**src/rtl/level_guess_core_pkg.sv**
```systemverilog
// Shared types and helpers for the guessing-level engine: FSM states,
// width helpers and the default screen geometry.
package level_pkg;

    typedef enum logic [2:0] {
        IDLE  = 3'd0,
        ARMED = 3'd1,
        EVAL  = 3'd2,
        WIN   = 3'd3,
        LOSE  = 3'd4
    } state_t;

    localparam int Y_BASE  = 32;
    localparam int SLOT_H  = 28;
    localparam int X_LIMIT = 500;

    function automatic int slot_w(input int n);
        return (n <= 2) ? 1 : $clog2(n);
    endfunction

    function automatic int guess_w(input int m);
        return $clog2(m + 1);
    endfunction

endpackage

```
**src/rtl/level_guess_core_if.sv**
```systemverilog
// Handshake/status bundle between the game FSM and the level engine.
// repeat_guess exists only when REPEAT_FILTER_EN is defined.
interface level_guess_core_if #(
    parameter int SW = 4,
    parameter int GW = 3
);
    logic          level_start;
    logic [SW-1:0] target;
    logic [9:0]    pickY;
    logic [9:0]    pickLRx;
    logic          guess_btn;
    logic [SW-1:0] sel_slot;
    logic          sel_valid;
    logic          level_done;
    logic          level_fail;
    logic          close;
    logic          hint_high;
    logic          hint_low;
    logic [GW-1:0] guesses;
    logic [SW-1:0] target_out;
`ifdef REPEAT_FILTER_EN
    logic          repeat_guess;
`endif

    modport master (
        output level_start, target, pickY, pickLRx, guess_btn,
        input  sel_slot, sel_valid, level_done, level_fail, close,
               hint_high, hint_low, guesses, target_out
`ifdef REPEAT_FILTER_EN
        , input repeat_guess
`endif
    );

    modport slave (
        input  level_start, target, pickY, pickLRx, guess_btn,
        output sel_slot, sel_valid, level_done, level_fail, close,
               hint_high, hint_low, guesses, target_out
`ifdef REPEAT_FILTER_EN
        , output repeat_guess
`endif
    );

endinterface

```
**src/rtl/level_guess_core_slot_decoder.sv**
```systemverilog
// Registered cursor-Y to slot decode using a compare chain against slot
// boundaries; sel_slot holds its last value while the cursor is off-field.
module level_slot_decoder
    import level_pkg::*;
#(
    parameter int NUM_SLOTS = 16,
    parameter int SLOT_H    = level_pkg::SLOT_H,
    parameter int Y_BASE    = level_pkg::Y_BASE,
    parameter int SW        = slot_w(NUM_SLOTS)
) (
    input  logic          Clk,
    input  logic          Reset_n,
    input  logic [9:0]    pickY,
    output logic [SW-1:0] sel_slot,
    output logic          sel_valid
);

    localparam int Y_END = Y_BASE + NUM_SLOTS * SLOT_H;

    logic [31:0]   y_ext;
    logic [31:0]   y_off;
    logic          in_field;
    logic [SW-1:0] slot_nx;

    always_comb begin
        y_ext    = {22'd0, pickY};
        in_field = (y_ext >= 32'(Y_BASE)) && (y_ext < 32'(Y_END));
        y_off    = y_ext - 32'(Y_BASE);
        slot_nx  = '0;
        // highest boundary crossed wins; boundaries are ascending so no overlap
        for (int i = 1; i < NUM_SLOTS; i++) begin
            if (y_off >= 32'(i * SLOT_H))
                slot_nx = SW'(i);
        end
    end

    always_ff @(posedge Clk or negedge Reset_n) begin
        if (!Reset_n) begin
            sel_slot  <= '0;
            sel_valid <= 1'b0;
        end else begin
            sel_valid <= in_field;
            if (in_field)
                sel_slot <= slot_nx;
        end
    end

endmodule

```
**src/rtl/level_guess_core.sv**
```systemverilog
// Guessing-level engine: latches a target, evaluates guesses, reports hints.
// REPEAT_FILTER_EN adds a guessed-slot bitmap and the repeat_guess pulse.
//
// state | meaning
// IDLE  | waiting for level_start rising edge
// ARMED | waiting for an accepted guess press
// EVAL  | one cycle: count guess, update hints, decide outcome
// WIN   | target hit, level_done held
// LOSE  | guess limit reached, level_fail held
module level_guess_core
    import level_pkg::*;
#(
    parameter int NUM_SLOTS   = 16,
    parameter int SLOT_H      = level_pkg::SLOT_H,
    parameter int Y_BASE      = level_pkg::Y_BASE,
    parameter int X_LIMIT     = level_pkg::X_LIMIT,
    parameter int MAX_GUESSES = 7,
    parameter int CLOSE_DIST  = 1
) (
    input logic          Clk,
    input logic          Reset_n,
    level_guess_core_if.slave bus
);

    localparam int SW = slot_w(NUM_SLOTS);
    localparam int GW = guess_w(MAX_GUESSES);
    localparam logic [GW-1:0] MAX_G = GW'(MAX_GUESSES);

    state_t        state;
    logic          btn_q;
    logic          start_q;
    logic [SW-1:0] tgt;
    logic [SW-1:0] guess_reg;
    logic [GW-1:0] guesses;
    logic          done, fail, close_r, hint_h, hint_l;
    logic [SW-1:0] sel_slot;
    logic          sel_valid;
    logic          guess_ev, x_ok;
    logic [SW:0]   diff;
    logic          near;
`ifdef REPEAT_FILTER_EN
    logic [NUM_SLOTS-1:0] seen;
    logic                 repeat_q;
`endif

    level_slot_decoder #(
        .NUM_SLOTS (NUM_SLOTS),
        .SLOT_H    (SLOT_H),
        .Y_BASE    (Y_BASE),
        .SW        (SW)
    ) u_dec (
        .Clk       (Clk),
        .Reset_n   (Reset_n),
        .pickY     (bus.pickY),
        .sel_slot  (sel_slot),
        .sel_valid (sel_valid)
    );

    // one extra bit keeps the difference from wrapping between the end slots
    always_comb begin
        guess_ev = bus.guess_btn & ~btn_q;
        x_ok     = {22'd0, bus.pickLRx} <= 32'(X_LIMIT);
        if (guess_reg > tgt)
            diff = {1'b0, guess_reg} - {1'b0, tgt};
        else
            diff = {1'b0, tgt} - {1'b0, guess_reg};
        near = (diff != '0) && (32'(diff) <= 32'(CLOSE_DIST));
    end

    always_ff @(posedge Clk or negedge Reset_n) begin
        if (!Reset_n) begin
            state     <= IDLE;
            btn_q     <= 1'b0;
            start_q   <= 1'b0;
            tgt       <= '0;
            guess_reg <= '0;
            guesses   <= '0;
            done      <= 1'b0;
            fail      <= 1'b0;
            close_r   <= 1'b0;
            hint_h    <= 1'b0;
            hint_l    <= 1'b0;
`ifdef REPEAT_FILTER_EN
            seen      <= '0;
            repeat_q  <= 1'b0;
`endif
        end else begin
            btn_q   <= bus.guess_btn;
            start_q <= bus.level_start;
`ifdef REPEAT_FILTER_EN
            repeat_q <= 1'b0;
`endif
            if (state != IDLE && !bus.level_start) begin
                state   <= IDLE;
                tgt     <= '0;
                guesses <= '0;
                done    <= 1'b0;
                fail    <= 1'b0;
                close_r <= 1'b0;
                hint_h  <= 1'b0;
                hint_l  <= 1'b0;
            end else begin
                case (state)
                    IDLE: begin
                        if (bus.level_start && !start_q) begin
                            tgt     <= bus.target;
                            guesses <= '0;
                            done    <= 1'b0;
                            fail    <= 1'b0;
                            close_r <= 1'b0;
                            hint_h  <= 1'b0;
                            hint_l  <= 1'b0;
`ifdef REPEAT_FILTER_EN
                            seen    <= '0;
`endif
                            state   <= ARMED;
                        end
                    end
                    ARMED: begin
                        if (guess_ev && sel_valid && x_ok) begin
`ifdef REPEAT_FILTER_EN
                            if (seen[sel_slot]) begin
                                repeat_q <= 1'b1;
                            end else begin
                                seen[sel_slot] <= 1'b1;
                                guess_reg      <= sel_slot;
                                state          <= EVAL;
                            end
`else
                            guess_reg <= sel_slot;
                            state     <= EVAL;
`endif
                        end
                    end
                    EVAL: begin
                        if (guesses != MAX_G)
                            guesses <= guesses + GW'(1);
                        if (guess_reg == tgt) begin
                            close_r <= 1'b0;
                            hint_h  <= 1'b0;
                            hint_l  <= 1'b0;
                            done    <= 1'b1;
                            state   <= WIN;
                        end else begin
                            close_r <= near;
                            hint_h  <= guess_reg < tgt;
                            hint_l  <= guess_reg > tgt;
                            if (guesses + GW'(1) >= MAX_G) begin
                                fail  <= 1'b1;
                                state <= LOSE;
                            end else begin
                                state <= ARMED;
                            end
                        end
                    end
                    WIN, LOSE: state <= state;
                    default:   state <= IDLE;
                endcase
            end
        end
    end

    assign bus.sel_slot   = sel_slot;
    assign bus.sel_valid  = sel_valid;
    assign bus.level_done = done;
    assign bus.level_fail = fail;
    assign bus.close      = close_r;
    assign bus.hint_high  = hint_h;
    assign bus.hint_low   = hint_l;
    assign bus.guesses    = guesses;
    assign bus.target_out = tgt;
`ifdef REPEAT_FILTER_EN
    assign bus.repeat_guess = repeat_q;
`endif

endmodule

```
**src/flat_wrapper.sv**
```systemverilog
// flat-port wrapper written by rule: the top's interface ports become plain ports
module level_guess_core_flat import level_pkg::*;
#(
    parameter int NUM_SLOTS   = 16,
    parameter int SLOT_H      = level_pkg::SLOT_H,
    parameter int Y_BASE      = level_pkg::Y_BASE,
    parameter int X_LIMIT     = level_pkg::X_LIMIT,
    parameter int MAX_GUESSES = 7,
    parameter int CLOSE_DIST  = 1
)
  (Clk, Reset_n, bus_level_start, bus_target, bus_pickY, bus_pickLRx, bus_guess_btn, bus_sel_slot, bus_sel_valid, bus_level_done, bus_level_fail, bus_close, bus_hint_high, bus_hint_low, bus_guesses, bus_target_out);
  level_guess_core_if bus_i ();
  input logic Clk;
  input logic Reset_n;
  input wire logic [$bits(bus_i.level_start)-1:0] bus_level_start;
  input wire logic [$bits(bus_i.target)-1:0] bus_target;
  input wire logic [$bits(bus_i.pickY)-1:0] bus_pickY;
  input wire logic [$bits(bus_i.pickLRx)-1:0] bus_pickLRx;
  input wire logic [$bits(bus_i.guess_btn)-1:0] bus_guess_btn;
  output wire logic [$bits(bus_i.sel_slot)-1:0] bus_sel_slot;
  output wire logic [$bits(bus_i.sel_valid)-1:0] bus_sel_valid;
  output wire logic [$bits(bus_i.level_done)-1:0] bus_level_done;
  output wire logic [$bits(bus_i.level_fail)-1:0] bus_level_fail;
  output wire logic [$bits(bus_i.close)-1:0] bus_close;
  output wire logic [$bits(bus_i.hint_high)-1:0] bus_hint_high;
  output wire logic [$bits(bus_i.hint_low)-1:0] bus_hint_low;
  output wire logic [$bits(bus_i.guesses)-1:0] bus_guesses;
  output wire logic [$bits(bus_i.target_out)-1:0] bus_target_out;
  assign bus_i.level_start = bus_level_start;
  assign bus_i.target = bus_target;
  assign bus_i.pickY = bus_pickY;
  assign bus_i.pickLRx = bus_pickLRx;
  assign bus_i.guess_btn = bus_guess_btn;
  assign bus_sel_slot = bus_i.sel_slot;
  assign bus_sel_valid = bus_i.sel_valid;
  assign bus_level_done = bus_i.level_done;
  assign bus_level_fail = bus_i.level_fail;
  assign bus_close = bus_i.close;
  assign bus_hint_high = bus_i.hint_high;
  assign bus_hint_low = bus_i.hint_low;
  assign bus_guesses = bus_i.guesses;
  assign bus_target_out = bus_i.target_out;
  level_guess_core #(.NUM_SLOTS(NUM_SLOTS), .SLOT_H(SLOT_H), .Y_BASE(Y_BASE), .X_LIMIT(X_LIMIT), .MAX_GUESSES(MAX_GUESSES), .CLOSE_DIST(CLOSE_DIST)) u_core (.Clk(Clk), .Reset_n(Reset_n), .bus(bus_i));
endmodule
```
**config.mk**
```make
export PLATFORM = sky130hd
export DESIGN_NAME = level_guess_core_flat
export DESIGN_NICKNAME = d
export VERILOG_FILES = /design/src/rtl/level_guess_core_pkg.sv /design/src/rtl/level_guess_core_if.sv /design/src/rtl/level_guess_core_slot_decoder.sv /design/src/rtl/level_guess_core.sv /design/src/flat_wrapper.sv
export SDC_FILE = /design/constraint.sdc
export NUM_CORES = 1
export LEC_CHECK = 0
export CORE_UTILIZATION = 40
export DETAILED_ROUTE_END_ITERATION = 7
export PLACE_DENSITY = 0.78
export SLEW_MARGIN = 30
export SYNTH_ARGS = -nofsm -noshare
export SYNTH_HDL_FRONTEND = slang
export SYNTH_SLANG_ARGS = --single-unit
```
**constraint.sdc**
```tcl
create_clock -name Clk -period 1.8 [get_ports Clk]
set_input_delay 0.36 -clock Clk [delete_from_list [all_inputs] [get_ports Clk]]
set_output_delay 0.36 -clock Clk [all_outputs]
set_load 0.005 [all_outputs]
```
* Yosys cells after proc, flatten, opt, wreduce, memory -nomap -nowiden *
Cells that the tools add are included.

word-level totals
  input bits = 28
  logic and storage cells = 123
  flip-flop bits (word level) = 26
  output and inout port bits = 17

cells by class
  equal/unequal tests = 13
  bitwise logic cells = 3
  reductions and logical operators = 22
  add/sub/neg operators = 4
  mux-type cells = 46
  magnitude comparators = 22

operators by type and width
  operator               count
  $ge 32x9->1 const B    6
  $ge 32x8->1 const B    5
  $ge 32x7->1 const B    2
  $mux 4                 16
  $ge 32x5->1 const B    1
  $ge 32x6->1 const B    1
  $mux 3                 8
  $ne 3x1->1 const B     5
  $mux 1                 13
  $pmux 3 s4             1
  $reduce_and 3->1       4
  $sub 10x6->11 const B  1
  $ge 10x6->1 const B    1
  $le 10x9->1 const B    1
  $lt 10x9->1 const B    1
  $pmux 1 s2             5
  $sub 4x4->5            2
  $eq 3x2->1 const B     2
  $logic_and 1x1->1      6
  $pmux 3 s2             1
  $reduce_bool 3->1      2
  $le 5x1->1 const B     1
  $mux 5                 1
  $reduce_bool 5->1      1
  19 further kinds       23

* Depth between registers and ports, before layout *
  word-level depth = 17
  mapped depth = 9
  mapped depth without buffers = 9

* Cells and area by module *
From an unflattened synthesis, not the netlist that was laid out.

unflattened totals
  cell total of the unflattened synthesis = 239
  area, all modules = 2074.5 um^2

by module, submodules not included
  module              seq. area each (um^2)  cells an instance  instances  area each (um^2)
  level_guess_core    525.5                  136                1          1347.5
  level_slot_decoder  125.1                  103                1          726.9

* Least setup slack after synthesis *
OpenSTA, ideal clock, no wires.

  path kind = reg-to-reg
  start = reg u_core.tgt[1] (netlist: u_core.bus.target_out[1])
  end = reg u_core.close_r (netlist: u_core.bus.close)
  period minus slack after synthesis = 2042 ps
  stages on the path, launching flop included = 9
  setup time = 95 ps
  data arrival time = 1947 ps
  required time = 1705 ps
  path buffers = 0
  path slack = -242 ps
  path through = dfrtp_1 -> inv_1 -> ha_1 -> a21o_1 -> a21o_1 -> o21ai_1 -> mux2i_1 -> xnor2_1 -> o31ai_1

between the ends
  cells in the longest elaborated chain, start to end = 7
  elaborated cells on any way between the ends = 11
  classes of those cells = 2 x add/sub; 2 x order compare; 1 x eq/ne; 4 x mux; 2 x reduce/logical

RTL lines
  item                                             line                     RTL
  start: declaration                               level_guess_core.sv:32   logic [SW-1:0] tgt;
  start signal: assignment                         level_guess_core.sv:106  tgt <= bus.target;
  $sub 4x4->5 (tied with other cells)              level_guess_core.sv:66   diff = {1'b0, tgt} - {1'b0, guess_reg};
  $mux 5                                           level_guess_core.sv:63   if (guess_reg > tgt)
  $le 5x1->1 or $reduce_bool 5->1 (tied branches)  level_guess_core.sv:67   near = (diff != '0) && (32'(diff) <= 32'(CLOSE_DIST));
  $logic_and 1x1->1                                level_guess_core.sv:67
  $mux 1 *                                         level_guess_core.sv:138  if (guess_reg == tgt) begin
  $pmux 1 s2 *                                     level_guess_core.sv:103  case (state)
  $mux 1 *                                         level_guess_core.sv:93   if (state != IDLE && !bus.level_start) begin
  end signal: assignment                           level_guess_core.sv:145  close_r <= near;
  end: declaration                                 level_guess_core.sv:35   logic done, fail, close_r, hint_h, hint_l;

Mark *: on every way between the ends. The rest lies on a longest branch, timed or not.
A chain may end at the register's enable or synchronous reset.

* Final worst setup path *
Same ends and word-level chain as after synthesis.

==> out/results.txt <==
Most common cell after layout, fill and taps aside: buf_4
Data required time at the worst endpoint: 1980 ps
Post-synthesis adder-cell area fraction: 11.06%
Layout Cells excl Fill: 393
Number of DRC markers in iteration 0: 150
WS Path Type: register to register
Leakage power: 1.334 nW
Die Wd: 73.76 um
Area of the die: 0.005440 mm^2
Clk pin slew, worst setup/hold paths: 90 ps
Level count of the clock H-tree: 1
CTS tree: yes
Result of the run: finished, violations left
Drt wl/cell: 14.01 um
Count of unresolved DRC violations after routing: 0
Pins over their slew limit: 0
Congestion Overflow GR: 0
Nature of the critical path endpoint: register
Ratio of cells with drive above 1 in the final layout: 26.69%
Area after DPL: 0.002914 mm^2
Final critical-path share of the clock period: 102.7%
Detailed-router iteration count before antenna repair: 5
Overall global routing resource usage: 21.41%
Number of ports placed on the die boundary: 45
Final setup slack of the worst path: -47.96 ps
Number of antenna-violating nets in the routed design: 0
Min cycle time layout: 1848 ps
# diodes: 0
Vias after detailed routing: 2181
Type of the worst min-delay path: input port to async pin
Pin count of the biggest net entering global routing: 27
Warnings, synthesis: 0
Total wire length: 5504 um
Core Box Area: 0.004848 mm^2
Ys flop type: dfrtp_1
Worst clock skew: 7.515 ps
Clock Latency Late Sink: 270 ps
Number of library cell types mapped by synthesis: 60
Largest fanout on the critical path: 3
Number of CTS-inserted buffers: 3
Mean instance size in the synthesized netlist: 8.440 um^2
Number of placement rows: 25
Library cell with the largest summed area after synthesis: dfrtp_1
Proportion of netlist area held by the largest area contributor: 31.59%
Hpwl dp: 4231 um
XOR/XNOR Fraction of Synth Area: 2.491%
Synthesized netlist net count: 289
Initial antenna violation count: 0
Layout-stage area growth over the synthesis result: 48.79%
Post-synthesis sequential area ratio: 31.59%
Post-Place Setup Slack: -583.6 ps
First-pass GRT wire length: 9190 um
Setup violation total in the final timing report: 1
Count of mapped cells out of synthesis: 244
Mapped Area: 0.002059 mm^2
Die H: 73.76 um
Main combinational cell family by area after synthesis: compound AO/OA/AOI/OAI gates
Setup repair after global routing missed its margin: yes
Via/cell ratio: 5.550
Clock sink count: 26
Simple-gate share of the synthesized area: 19.56%
Maximum clock rate: 0.5411 GHz
Total power per unit cell area: 632.5 mW/mm^2
Hold Violations, Final: 0
Async set-reset flop share out of synthesis: 100.0%
Least-Margin Pin Slew: 383.1 ps
Worst IR drop on VDD: 0.0003447 V
Max-Cap Viols: 0
Final Hold Slack: 452.7 ps
Clock root buffer: clkbuf_8
Layout filler cell count: 415
Number of placed cells counting well taps: 387
Input/output buffers: 44
Violations in the final reports: setup timing
Post-route cell area: 0.003064 mm^2
Final weighted congestion in routability-driven placement: 0.9752
Normalized max-slew margin: 74.18%
Synth Area in Compound Gates: 28.68%
Count of flip-flops with a built-in enable after synthesis: 0
Setup total negative slack: -47.96 ps
Clock Path Buffers: 2
CTS hold repair buffers: 0
Setup crit start kind: register
Vias in the first global route: 2080
Initial core utilization: 42.48%
Arrival time at the worst endpoint: 2030 ps
Leading post-synthesis cells by cell area: dfrtp_1 32%, ha_1 9.1%, o21ai_0 5.6%
Leading cell types in the layout, fill and taps excluded: 43 x buf_4, 37 x clkdlybuf4s50_1, 27 x nand2_1
Layout net count: 372
Number of synthesized register bits: 26
Multiplexer share of the synthesized area: 1.580%
## critical path, cell delays in order (launching register included)
cell	delay, ps
dfrtp_2	440
inv_2	80
ha_4	200
a21o_1	150
a21o_1	180
o21ai_2	180
mux2i_1	250
xnor2_1	90
o31ai_1	180
## worst paths after layout
path | from | end | slack (ps) | depth (start not counted)
hold reg to reg | u_core.bus.hint_low$_DFFE_PN0P_ | u_core.bus.hint_low$_DFFE_PN0P_ | 480 | 2
min in group Clk | u_core.bus.hint_low$_DFFE_PN0P_ | u_core.bus.hint_low$_DFFE_PN0P_ | 480 | 2
max in group asynchronous | Reset_n | u_core.guess_reg[1]$_DFFE_PN0P_ | 1070 | 2
hold / removal | Reset_n | u_core.bus.hint_high$_DFFE_PN0P_ | 450 | 2
setup / recovery | u_core.bus.target_out[1]$_DFFE_PN0P_ | u_core.bus.close$_DFFE_PN0P_ | -50 | 8
setup reg to reg | u_core.bus.target_out[1]$_DFFE_PN0P_ | u_core.bus.close$_DFFE_PN0P_ | -50 | 8
## cell usage after synthesis (3+ instances only)
master,instances
nand4_1,3
ha_1,15
o21ai_0,23
a22oi_1,3
nand2b_1,3
clkbuf_1,6
o21a_1,4
a21oi_1,20
dfrtp_1,26
o31ai_1,3
nor2_1,23
nand3_1,3
inv_1,14
xnor2_1,3
a21o_1,6
nor3_1,5
nand2_1,28
o211ai_1,3
## what timing repair did
action | in CTS | in global routing
setup endpoints to repair | 6 | 5
pin swaps | 7 | 18
buffers inserted | 4 | 0
endpoints found under the hold margin | 0 | 0
gates resized for setup | 17 | 22
## cells by family after synthesis
| family | Yosys count |
|---|---|
| compound gates | 87 |
| xor+xnor | 5 |
| fa+ha+maj | 17 |
| buf+inv | 25 |
| flops | 26 |
| mux | 3 |
| simple gates | 81 |
## area by class of cell
| cell class | count | area, um^2 | area share (%) |
|---|---|---|---|
| inverters | 16 | 67.56 | 2.205 |
| multi-input cells | 193 | 1436 | 46.88 |
| clock buffers | 4 | 55.05 | 1.797 |
| flip-flops and latches | 26 | 653.1 | 21.31 |
| repair buffers | 87 | 768.2 | 25.07 |
| well taps | 67 | 83.83 | 2.736 |
## power breakdown
part | total [mW] | internal, mW | switching [mW]
logic | 0.865 | 0.451 | 0.414
clock network | 0.377 | 0.196 | 0.182
registers | 0.696 | 0.641 | 0.0548
## through the flow
| stage | power (mW) | utilization, % |
|---|---|---|
| final | 1.938 | 63.20 |
| after global routing | 2.074 | 63.20 |
| after CTS | 1.918 | 62.09 |
| after detailed placement | 1.534 | 60.10 |
| after global placement | 1.514 | 60.10 |
| after floorplan | 1.173 | - |
## layer usage
metal	GRT usage (%)	wire [um]
met5	0	0
met4	4.701	67
met3	1.920	203
met2	39.55	2981
met1	26.78	2252
No activity file was read; power rests on OpenSTA's default activity.
==> variant (config.mk and constraints unchanged) <==
`MAX_GUESSES` is set to 7 in 2 places; all go to 6.
--- a/src/rtl/level_guess_core.sv
+++ b/src/rtl/level_guess_core.sv
@@ -14,7 +14,7 @@
     parameter int SLOT_H      = level_pkg::SLOT_H,
     parameter int Y_BASE      = level_pkg::Y_BASE,
     parameter int X_LIMIT     = level_pkg::X_LIMIT,
-    parameter int MAX_GUESSES = 7,
+    parameter int MAX_GUESSES = 6,
     parameter int CLOSE_DIST  = 1
 ) (
     input logic          Clk,
--- a/src/flat_wrapper.sv
+++ b/src/flat_wrapper.sv
@@ -5,7 +5,7 @@
     parameter int SLOT_H      = level_pkg::SLOT_H,
     parameter int Y_BASE      = level_pkg::Y_BASE,
     parameter int X_LIMIT     = level_pkg::X_LIMIT,
-    parameter int MAX_GUESSES = 7,
+    parameter int MAX_GUESSES = 6,
     parameter int CLOSE_DIST  = 1
 )
   (Clk, Reset_n, bus_level_start, bus_target, bus_pickY, bus_pickLRx, bus_guess_btn, bus_sel_slot, bus_sel_valid, bus_level_done, bus_level_fail, bus_close, bus_hint_high, bus_hint_low, bus_guesses, bus_target_out);
Formal check against the unedited RTL: same outputs for any inputs over 10 cycles, from zero or initial values and one cycle with Reset_n low; that may be too few to reach the edited logic, so the function may still have changed.
==> variant against the unedited design <==
The run still ends with setup timing left; synthesized area is 15% higher; fmax shrank 1.6%; critical path type unchanged; clock power is 1% higher; power increased by 14%; routed wire length rose by 27%; design area grew 19%; sequential cell count did not move; combinational power increased by 32%; setup slack got worse by 0.030 ns.
==> variant: results (changes against the unedited design) <==
{| class="wikitable"
! Metric !! Value
|-
| Internal power component || 1.44 mW (+12%)
|-
| Maximum number of buffers from clock root to sink || 2 (unchanged)
|-
| Max Clock Skew || 0.00310 ns (-0.00441 ns)
|-
| Switching Power || 775 µW (+19%)
|-
| Routability cong. || 0.947 (-2.9%)
|-
| Total GRT Usage || 21.1% (-0.28 points)
|-
| Maximum fanout along the worst path || 3 (unchanged)
|-
| Worst-path clk slew || 0.09 ns (about the same)
|-
| Synth cell types || 66 (+10%)
|-
| DRT iter0 DRCs || 115 (-23%)
|-
| Static leakage power || 1.58 nW (+19%)
|-
| Master cell of the clock root buffer || sky130_fd_sc_hd__clkbuf_8
|-
| Classification of the worst setup path || reg2reg
|-
| Buffers on Ports || 44 (unchanged)
|-
| Finished Layout Cells || 452 (+15%)
|-
| Net count, final || 426 (+15%)
|-
| Portion of the post-synthesis area used by sequential elements || 27.4% (-4.2 points)
|-
| Number of setup violations in the final report || 3 (+2)
|-
| Post-Place Cells || 438 (+13%)
|-
| CTS tree || yes
|-
| Deepest level of the CTS H-tree || 1 (unchanged)
|-
| Number of detailed-route iterations in the first pass || 4 (-1)
|-
| Clock group total power || 381 µW (+1%)
|-
| Kind of path behind the tightest hold check || in2async
|-
| Count of cells along the worst register-to-register path || 9 (+1)
|-
| Number of antenna violations at the first check in global routing || 0 (unchanged)
|-
| Average cell area after synthesis || 8.65 µm² (+2.5%)
|-
| Fill cell count || 453 (+9.2%)
|-
| Detailed Place HPWL || 4900 µm (+16%)
|-
| Vias post-DR || 2,547 (+17%)
|-
| Maximum number of pins on one net before global-route repair || 27 (unchanged)
|-
| Drt wl/cell || 15.4 µm (+10%)
|-
| Number of warnings issued by yosys || 0 (unchanged)
|-
| Cell types with the largest area share after synthesis || sky130_fd_sc_hd__dfrtp_1 (27%), sky130_fd_sc_hd__ha_1 (7.9%), sky130_fd_sc_hd__o21ai_0 (4.2%)
|-
| Number of global-route vias before repair || 2,429 (+17%)
|-
| Count of flip-flops with a built-in enable after synthesis || 0 (unchanged)
|-
| Final WS setup || -0.0782 ns (-0.0302 ns)
|-
| Failing checks || setup timing
|-
| Run status || complete, but fails checks
|-
| Share of async-settable or async-resettable flops after synthesis || 100% (unchanged)
|-
| Clock latency of the later-clocked register in the worst-skew pair || 0.27 ns (about the same)
|-
| Global-route wire length before repair || 10,600 µm (+15%)
|-
| Ratio of cells with drive above 1 in the final layout || 38.7% (+12 points)
|-
| Slew headroom || 69.9% (-4.3 points)
|-
| Most common flop cell mapped by yosys || sky130_fd_sc_hd__dfrtp_1
|-
| Diode count || 0 (unchanged)
|-
| Seq. pwr || 691 µW (-0.7%)
|-
| Syn Nets || 320 (+11%)
|-
| Arrival time at the worst endpoint || 2.07 ns (+0.04 ns)
|-
| Top cells by instance count after synthesis || sky130_fd_sc_hd__dfrtp_1 (26), sky130_fd_sc_hd__nor2_1 (26), sky130_fd_sc_hd__o21ai_0 (20)
|-
| Setup Slack @ Placement || -0.739 ns (-0.155 ns)
|-
| Max IR drop VDD || 0.401 mV (+16%)
|-
| Total clock buffers created by CTS || 3 (unchanged)
|}
-- variant: changes by cell type after synthesis, sizes merged, moves of 3 or more --
cell / before / now
nor3: 7 / 13
nor2b: 0 / 10
clkbuf: 6 / 10
nand2: 28 / 18
a21oi: 22 / 19
inv: 15 / 19
a32oi: 0 / 3
nor2: 23 / 26
o21ai: 24 / 21
nand2b: 3 / 8
a2bb2oi: 0 / 4
nor3b: 1 / 6
-- variant: worst max-delay path, cell delays in order, from the launching register on --
cell and delay, ns:
sky130_fd_sc_hd__dfrtp_1 0.43, sky130_fd_sc_hd__inv_1 0.14, sky130_fd_sc_hd__ha_4 0.14, sky130_fd_sc_hd__inv_1 0.06, sky130_fd_sc_hd__fa_2 0.35, sky130_fd_sc_hd__nor3_2 0.12, sky130_fd_sc_hd__a21oi_1 0.06, sky130_fd_sc_hd__nor3_1 0.20
sky130_fd_sc_hd__a32oi_1 0.14, sky130_fd_sc_hd__o21ai_1 0.16
-- variant: worst paths after layout --
check	slack [ns]	to	startpoint
min in group Clk	0.50	u_core.bus.hint_low$_DFFE_PN0P_	u_core.bus.hint_low$_DFFE_PN0P_
setup reg to reg	-0.08	u_core.bus.close$_DFFE_PN0P_	u_core.bus.target_out[0]$_DFFE_PN0P_
hold reg to reg	0.50	u_core.bus.hint_low$_DFFE_PN0P_	u_core.bus.hint_low$_DFFE_PN0P_
setup / recovery	-0.08	u_core.bus.close$_DFFE_PN0P_	u_core.bus.target_out[0]$_DFFE_PN0P_
hold / removal	0.45	u_core.bus.target_out[2]$_DFFE_PN0P_	Reset_n
max in group asynchronous	1.07	u_core.guess_reg[1]$_DFFE_PN0P_	Reset_n
-- variant: cell type report --
class / instances / area share [%]
clock buffer: 4 / 1.51
tap: 72 / 2.47
multi-input combinational: 216 / 48.2
sequential: 26 / 17.8
inverter: 19 / 2.23
timing repair buffer: 115 / 27.8
-- variant: timing repair --
item                                    in CTS  in global routing
buffers inserted                             6                  4
gates resized for setup                     45                 36
endpoints found under the setup margin      11                 10
pin swaps                                   19                 27
-- variant: kinds of logic (layout without fill, tap and decap cells) --
kind of cell	after synthesis	after routing	synth area share [%]
compound gates	87	87	25.8
xor+xnor	7	7	3.21
fa+ha+maj	17	17	9.57
buf+inv	33	138	8.89
flops	26	26	27.4
mux	7	7	3.16
simple gates	98	98	22.0
-- variant: per-stage QoR --
stage	cell area (µm²)	TNS [ns]
floorplan	2440	-0.716
detailed placement	3280	-4.87
global route	3650	-0.247
CTS	3500	0
global placement	3280	-4.37
finish	3650	-0.139
-- variant: routing by layer --
layer | track usage [%] | part of all wire [%]
met5 | 0 | 0
met4 | 7.45 | 2.9
met3 | 2.07 | 4.2
met2 | 40.3 | 54
met1 | 24.1 | 39
